--- src/rtl/mul_pkg.sv ---
// Shared types for the RV32M multiply sequencer: op codes, FSM states, word size.
// Latency: n/a (types and pure functions only).
// Backpressure: n/a.
// Contents: mul_op_t (funct3[1:0]), mul_state_t, MUL_XLEN, mul_mag() helper.
package mul_pkg;

   localparam int MUL_XLEN = 32;

   typedef enum logic [1:0] {
      MUL    = 2'b00,
      MULH   = 2'b01,
      MULHSU = 2'b10,
      MULHU  = 2'b11
   } mul_op_t;

   typedef enum logic [1:0] {
      IDLE = 2'd0,
      CALC = 2'd1,
      DONE = 2'd2
   } mul_state_t;

   // Magnitude of an operand that is negative only when treated as signed.
   // 0x80000000 negates to itself, which is the correct unsigned magnitude.
   function automatic logic [MUL_XLEN-1:0] mul_mag(input logic [MUL_XLEN-1:0] x,
                                                   input logic              is_neg);
      return is_neg ? ((~x) + 1'b1) : x;
   endfunction

endpackage

--- src/rtl/mul_unit_ctrl_if.sv ---
// Request/response bundle between the execute stage and the multiply unit.
// Latency: n/a (wires only).
// Backpressure: request side gated by req_ready, response side by resp_ready.
// Ports: req_valid/req_ready/req_op/req_rs1/req_rs2/req_tag (request),
//        resp_valid/resp_ready/resp_data/resp_tag (response).
interface mul_unit_ctrl_if #(
   parameter int TAG_W = 5
);
   logic             req_valid;
   logic             req_ready;
   logic [1:0]       req_op;
   logic [31:0]      req_rs1;
   logic [31:0]      req_rs2;
   logic [TAG_W-1:0] req_tag;
   logic             resp_valid;
   logic             resp_ready;
   logic [31:0]      resp_data;
   logic [TAG_W-1:0] resp_tag;

   // Issuer side (execute stage).
   modport master (
      output req_valid, req_op, req_rs1, req_rs2, req_tag, resp_ready,
      input  req_ready, resp_valid, resp_data, resp_tag
   );

   // Multiply unit side.
   modport slave (
      input  req_valid, req_op, req_rs1, req_rs2, req_tag, resp_ready,
      output req_ready, resp_valid, resp_data, resp_tag
   );
endinterface

--- src/rtl/mul_unit_ctrl_actual_mult.sv ---
// Combinational 32x32 -> 64 unsigned multiplier (Wallace-tree in the real core).
// Latency: purely combinational; the caller holds inputs stable for a multicycle window.
// Backpressure: none.
// Ports: a_i, b_i (32-bit unsigned operands), prod_o (64-bit unsigned product).
module actual_mult (
   input  logic [31:0] a_i,
   input  logic [31:0] b_i,
   output logic [63:0] prod_o
);
   assign prod_o = {32'd0, a_i} * {32'd0, b_i};
endmodule

--- src/rtl/mul_unit_ctrl.sv ---
// RV32M multiply sequencer: conditions operands, waits MULT_CYCLES, returns signed/unsigned word.
// Latency: resp_valid rises exactly MULT_CYCLES edges after the accepting edge.
// Backpressure: result held in DONE until resp_ready; no new request accepted until then.
// Ports: clk, rst_n (async active-low), flush (sync kill), busy (state != IDLE),
//        bus (slave side of mul_unit_ctrl_if: request and response handshakes).
module mul_unit_ctrl
   import mul_pkg::*;
#(
   parameter int MULT_CYCLES = 2,
   parameter int TAG_W       = 5
) (
   input  logic                clk,
   input  logic                rst_n,
   input  logic                flush,
   output logic                busy,
   mul_unit_ctrl_if.slave      bus
);

   generate
      if (MULT_CYCLES < 1) begin : g_bad_cycles
         $error("mul_unit_ctrl: MULT_CYCLES must be >= 1");
      end
   endgenerate

   localparam int CNT_W = (MULT_CYCLES > 1) ? $clog2(MULT_CYCLES) : 1;
   localparam logic [CNT_W-1:0] CNT_LOAD = CNT_W'(MULT_CYCLES - 1);

   mul_state_t           state_q, state_d;
   logic [CNT_W-1:0]     cnt_q, cnt_d;
   logic [MUL_XLEN-1:0]  a_q, a_d;
   logic [MUL_XLEN-1:0]  b_q, b_d;
   logic                 neg_q, neg_d;
   mul_op_t              op_q, op_d;
   logic [TAG_W-1:0]     tag_q, tag_d;
   logic                 resp_valid_q, resp_valid_d;
   logic [MUL_XLEN-1:0]  resp_data_q, resp_data_d;
   logic [TAG_W-1:0]     resp_tag_q, resp_tag_d;

   logic                 req_ready;
   logic                 accept;
   mul_op_t              req_op;
   logic                 sign_a, sign_b;
   logic [63:0]          prod;
   logic [63:0]          prod_signed;

   assign req_op    = mul_op_t'(bus.req_op);
   assign req_ready = (state_q == IDLE) && !flush;
   assign accept    = bus.req_valid && req_ready;

   // Only operands treated as signed may contribute a sign.
   assign sign_a = bus.req_rs1[MUL_XLEN-1] && ((req_op == MULH) || (req_op == MULHSU));
   assign sign_b = bus.req_rs2[MUL_XLEN-1] && (req_op == MULH);

   // Operand registers feed the multiplier directly and stay frozen through CALC,
   // so this path is a MULT_CYCLES multicycle path from a_q/b_q to resp_data_q.
   actual_mult u_mult (
      .a_i    (a_q),
      .b_i    (b_q),
      .prod_o (prod)
   );

   assign prod_signed = neg_q ? ((~prod) + 64'd1) : prod;

   always_comb begin
      state_d      = state_q;
      cnt_d        = cnt_q;
      a_d          = a_q;
      b_d          = b_q;
      neg_d        = neg_q;
      op_d         = op_q;
      tag_d        = tag_q;
      resp_valid_d = resp_valid_q;
      resp_data_d  = resp_data_q;
      resp_tag_d   = resp_tag_q;

      if (flush) begin
         state_d      = IDLE;
         resp_valid_d = 1'b0;
         cnt_d        = '0;
      end else begin
         unique case (state_q)
            IDLE: begin
               if (accept) begin
                  a_d     = mul_mag(bus.req_rs1, sign_a);
                  b_d     = mul_mag(bus.req_rs2, sign_b);
                  neg_d   = sign_a ^ sign_b;
                  op_d    = req_op;
                  tag_d   = bus.req_tag;
                  cnt_d   = CNT_LOAD;
                  state_d = CALC;
               end
            end
            CALC: begin
               if (cnt_q == '0) begin
                  resp_data_d  = (op_q == MUL) ? prod_signed[31:0] : prod_signed[63:32];
                  resp_tag_d   = tag_q;
                  resp_valid_d = 1'b1;
                  state_d      = DONE;
               end else begin
                  cnt_d = cnt_q - 1'b1;
               end
            end
            DONE: begin
               if (bus.resp_ready) begin
                  resp_valid_d = 1'b0;
                  state_d      = IDLE;
               end
            end
            default: begin
               state_d      = IDLE;
               resp_valid_d = 1'b0;
            end
         endcase
      end
   end

   always_ff @(posedge clk or negedge rst_n) begin
      if (!rst_n) begin
         state_q      <= IDLE;
         cnt_q        <= '0;
         a_q          <= '0;
         b_q          <= '0;
         neg_q        <= 1'b0;
         op_q         <= MUL;
         tag_q        <= '0;
         resp_valid_q <= 1'b0;
         resp_data_q  <= '0;
         resp_tag_q   <= '0;
      end else begin
         state_q      <= state_d;
         cnt_q        <= cnt_d;
         a_q          <= a_d;
         b_q          <= b_d;
         neg_q        <= neg_d;
         op_q         <= op_d;
         tag_q        <= tag_d;
         resp_valid_q <= resp_valid_d;
         resp_data_q  <= resp_data_d;
         resp_tag_q   <= resp_tag_d;
      end
   end

   assign bus.req_ready  = req_ready;
   assign bus.resp_valid = resp_valid_q;
   assign bus.resp_data  = resp_data_q;
   assign bus.resp_tag   = resp_tag_q;
   assign busy           = (state_q != IDLE);

endmodule

--- src/flat_wrapper.sv ---
// flat-port wrapper written by rule: the top's interface ports become plain ports
module mul_unit_ctrl_flat import mul_pkg::*;
#(
   parameter int MULT_CYCLES = 2,
   parameter int TAG_W       = 5
)
  (clk, rst_n, flush, busy, bus_req_valid, bus_req_op, bus_req_rs1, bus_req_rs2, bus_req_tag, bus_resp_ready, bus_req_ready, bus_resp_valid, bus_resp_data, bus_resp_tag);
  mul_unit_ctrl_if #(.TAG_W(TAG_W)) bus_i ();
  input  logic clk;
  input  logic rst_n;
  input  logic flush;
  output logic busy;
  input wire logic [$bits(bus_i.req_valid)-1:0] bus_req_valid;
  input wire logic [$bits(bus_i.req_op)-1:0] bus_req_op;
  input wire logic [$bits(bus_i.req_rs1)-1:0] bus_req_rs1;
  input wire logic [$bits(bus_i.req_rs2)-1:0] bus_req_rs2;
  input wire logic [$bits(bus_i.req_tag)-1:0] bus_req_tag;
  input wire logic [$bits(bus_i.resp_ready)-1:0] bus_resp_ready;
  output wire logic [$bits(bus_i.req_ready)-1:0] bus_req_ready;
  output wire logic [$bits(bus_i.resp_valid)-1:0] bus_resp_valid;
  output wire logic [$bits(bus_i.resp_data)-1:0] bus_resp_data;
  output wire logic [$bits(bus_i.resp_tag)-1:0] bus_resp_tag;
  assign bus_i.req_valid = bus_req_valid;
  assign bus_i.req_op = bus_req_op;
  assign bus_i.req_rs1 = bus_req_rs1;
  assign bus_i.req_rs2 = bus_req_rs2;
  assign bus_i.req_tag = bus_req_tag;
  assign bus_i.resp_ready = bus_resp_ready;
  assign bus_req_ready = bus_i.req_ready;
  assign bus_resp_valid = bus_i.resp_valid;
  assign bus_resp_data = bus_i.resp_data;
  assign bus_resp_tag = bus_i.resp_tag;
  mul_unit_ctrl #(.MULT_CYCLES(MULT_CYCLES), .TAG_W(TAG_W)) u_core (.clk(clk), .rst_n(rst_n), .flush(flush), .busy(busy), .bus(bus_i));
endmodule
--- config.mk ---
export PLATFORM = sky130hd
export DESIGN_NAME = mul_unit_ctrl_flat
export DESIGN_NICKNAME = d
export VERILOG_FILES = /design/src/rtl/mul_pkg.sv /design/src/rtl/mul_unit_ctrl_if.sv /design/src/rtl/mul_unit_ctrl_actual_mult.sv /design/src/rtl/mul_unit_ctrl.sv /design/src/flat_wrapper.sv
export SDC_FILE = /design/constraint.sdc
export NUM_CORES = 2
export LEC_CHECK = 0
export ABC_AREA = 1
export CAP_MARGIN = 10
export CORE_MARGIN = 10
export CORE_UTILIZATION = 52
export DETAILED_ROUTE_END_ITERATION = 10
export GPL_ROUTABILITY_DRIVEN = 0
export MAX_ROUTING_LAYER = met4
export PLACE_DENSITY = 0.78
export SYNTH_ARGS = -nofsm -noshare
export SYNTH_HDL_FRONTEND = slang
export SYNTH_HIERARCHICAL = 1
export SYNTH_SLANG_ARGS = --single-unit
--- constraint.sdc ---
create_clock -name clk -period 21.2 [get_ports clk]
set_clock_uncertainty 0.15 [all_clocks]
set_input_delay 6.36 -clock clk [delete_from_list [all_inputs] [get_ports clk]]
set_output_delay 6.36 -clock clk [all_outputs]
set_load 0.01 [all_outputs]
==> impl_metrics.tcl <==
set metrics [dict create \
    fin_crit_sh_pct 66.8 \
    drive_gt1_share_pct 3.49 \
    slew_headroom_pct 22.2 \
    endpoint_kind "output port" \
    fp.dieH_um 313 \
    drt_iter0_markers 3411 \
    grt_setup_unrepaired "no" \
    postCtsHoldBufs 0 \
    clkTransAtPathRegs_ns 0.06 \
    totalWireLength_um 124000 \
    ctsResizeCount 0 \
    outcome "complete, no violations" \
    synth_nets 7558 \
    critPathBufInv 2 \
    first_pass_iters 6 \
    slew_violations 0 \
    hpwl_um 98800 \
    start_util_pct 52.5 \
    crit_top_cell "clkdlybuf4s50_1" \
    synth_area_leader_cell "fa_1" \
    grt_max_degree 110 \
    syn_inst 6319 \
    port_buffers 115 \
    diodes 0 \
    critPathLaunchType "input pin" \
    path_cells "clkdlybuf4s50_1 > nor2_2 > clkdlybuf4s50_1" \
    hold_path.class "flop to flop" \
    synth-seq-cells 113 \
    postCtsSetupBuffers 0 \
    drc 0 \
    tritoncts "done" \
    rows 107 \
    num_io_pins 116 \
    netlist_top_cells_area "fa_1 40%, nand2_1 17%, inv_1 16%, ha_1 7.5%, dfrtp_1 6.3%" \
    num_vias 38479 \
    report.final.hold_viol_count 0 \
    die-area_um2 98200 \
    worst_pin_slew_ns 1.16 \
    fin_nets 7509 \
    grt_use_total_pct 26.4 \
    clock-sinks 113 \
    grt_pass1_wl_um 203000 \
    synth_top_area_share_pct 40.1 \
    area_delta_synth_final_pct 6.02 \
    cts_max_level 4 \
    ant_nets 0 \
    worstSkewPairLatency_ns 0.50 \
    finalSetupViolCount 0 \
    ys_async_sr_fraction_pct 100 \
    coreArea_um2 85300 \
    seq_area_frac_synth_pct 6.32 \
    grt_overflow_total 0 \
    cpLargestDelayFamily "buffers and inverters" \
    post-route-util_pct 55.6 \
    dpl.cell_count 7395 \
    crit_required_ns 14.69 \
    ys_types 50 \
    cap_viol_max_count 0 \
    ys_warn_count 6 \
    final_cell_mix "1976 x nand2_1, 1851 x inv_1, 896 x fa_1, 283 x nor2_1, 267 x ha_1" \
    numCtsBuffers 17 \
    tns_ns 0 \
    synth_flop_cell "dfrtp_1" \
    crit_type "input pin to output port" \
    max_stage_delay_ns 0.58 \
    vias_per_cell 5.18 \
    max_freq_mhz 70.7 \
    crit_path_max_fanout 4 \
    antenna_found_initial 0 \
    die_w_um 313 \
    period_minus_slack_ns 14.15 \
    avgSynthCellArea_um2 7.08 \
    instances_no_fill 7427 \
    slowest_stage "clkdlybuf4s50_1" \
    synth_area_um2 44700 \
    routedWlPerCell_um 16.7 \
    root_buffer "clkbuf_16" \
    grt_pass1_vias 40086 \
    layout_commonest_cell "nand2_1" \
    cts_max_path_buffers 2 \
    arrival_ns 7.64 \
    synth_edf_count 0 \
]
[synthesized netlist by cell type, drive strengths merged, types with 11 or more instances]
cell    number
a21oi       88
a31oi       11
buf         25
clkbuf     210
dfrtp      113
fa         896
ha         267
inv       1861
nand2     2003
nand3      220
nand3b      18
nand4       41
nor2       325
nor3        26
o21ai      105
o21bai      14
or2         11
xnor2       11
xor2        59
[layout make-up]
cell class / instances / area, um^2
clock inverters: 14 / 191
flip-flops and latches: 113 / 2850
fillers: 7841 / 37800
multi-input cells: 4108 / 34000
clock buffers: 18 / 439
well taps: 1144 / 1430
inverters: 1863 / 6990
repair buffers: 167 / 1540
[flip-flops by register name, indices dropped and copies added, names as in the netlist]
register,cells
u_core/state_q,2
u_core/bus.resp_data,32
u_core/op_q,2
u_core/a_q,32
u_core/b_q,32
u_core/cnt_q,1
u_core/neg_q,1
u_core/bus.resp_tag,5
u_core/bus.resp_valid,1
u_core/tag_q,5
[metal layers]
metal | global-route usage (%) | wire [um] | up-vias
met5 | - | 0 | -
met2 | 44.5 | 60700 | 1762
li1 | - | - | 17712
met1 | 30.7 | 46400 | 18616
met4 | 12.4 | 6220 | 0
met3 | 4.28 | 10600 | 389
[worst register-to-register path: cells and delay by family (launching register included)]
kind / cells / cell delay (ns)
adder cells (fa/ha/maj): 9 / 4.56
AO/OA/AOI/OAI: 1 / 0.19
flip-flops: 1 / 0.96
buffers and inverters: 7 / 0.44
XOR/XNOR: 1 / 0.51
AND/OR/NAND/NOR: 15 / 1.82
[stage by stage]
| step | area [um^2] | setup WS, ns | hold WS (ns) |
|---|---|---|---|
| 2_1_floorplan | 44700 | 8.16 | 0.318 |
| 3_3_place_gp | 46800 | 7.07 | 0.308 |
| 3_5_place_dp | 46800 | 7.07 | 0.308 |
| 4_1_cts | 47400 | 7.06 | 0.323 |
| 5_1_grt | 47400 | 7.02 | 0.347 |
| 6_report | 47400 | 7.05 | 0.317 |
[kinds of logic after synthesis]
| logic type | count (synthesis) | share of synthesized area (%) |
|---|---|---|
| adder cells (fa/ha/maj) | 1163 | 47.6 |
| AND/OR/NAND/NOR | 2651 | 24.3 |
| flip-flops | 113 | 6.32 |
| XOR/XNOR | 70 | 1.37 |
| AO/OA/AOI/OAI | 224 | 2.72 |
| buffers and inverters | 2098 | 17.7 |
[final timing paths]
path,slack [ns],cells past startpoint,endpoint,start
max in group asynchronous,13.74,2,u_core/bus.resp_data[1]$_DFFE_PN0P_,rst_n
hold / removal,0.32,2,u_core/bus.resp_valid$_DFFE_PN0P_,u_core/bus.resp_valid$_DFFE_PN0P_
hold reg to reg,0.32,2,u_core/bus.resp_valid$_DFFE_PN0P_,u_core/bus.resp_valid$_DFFE_PN0P_
min in group asynchronous,5.84,1,u_core/a_q[29]$_DFFE_PN0P_,rst_n
setup reg to reg,12.48,33,u_core/bus.resp_data[4]$_DFFE_PN0P_,u_core/a_q[25]$_DFFE_PN0P_
setup / recovery,7.05,3,bus_req_ready,flush
Power is not shown: default switching activity piles up to over one toggle a cycle in this logic, so the estimate is an artifact.
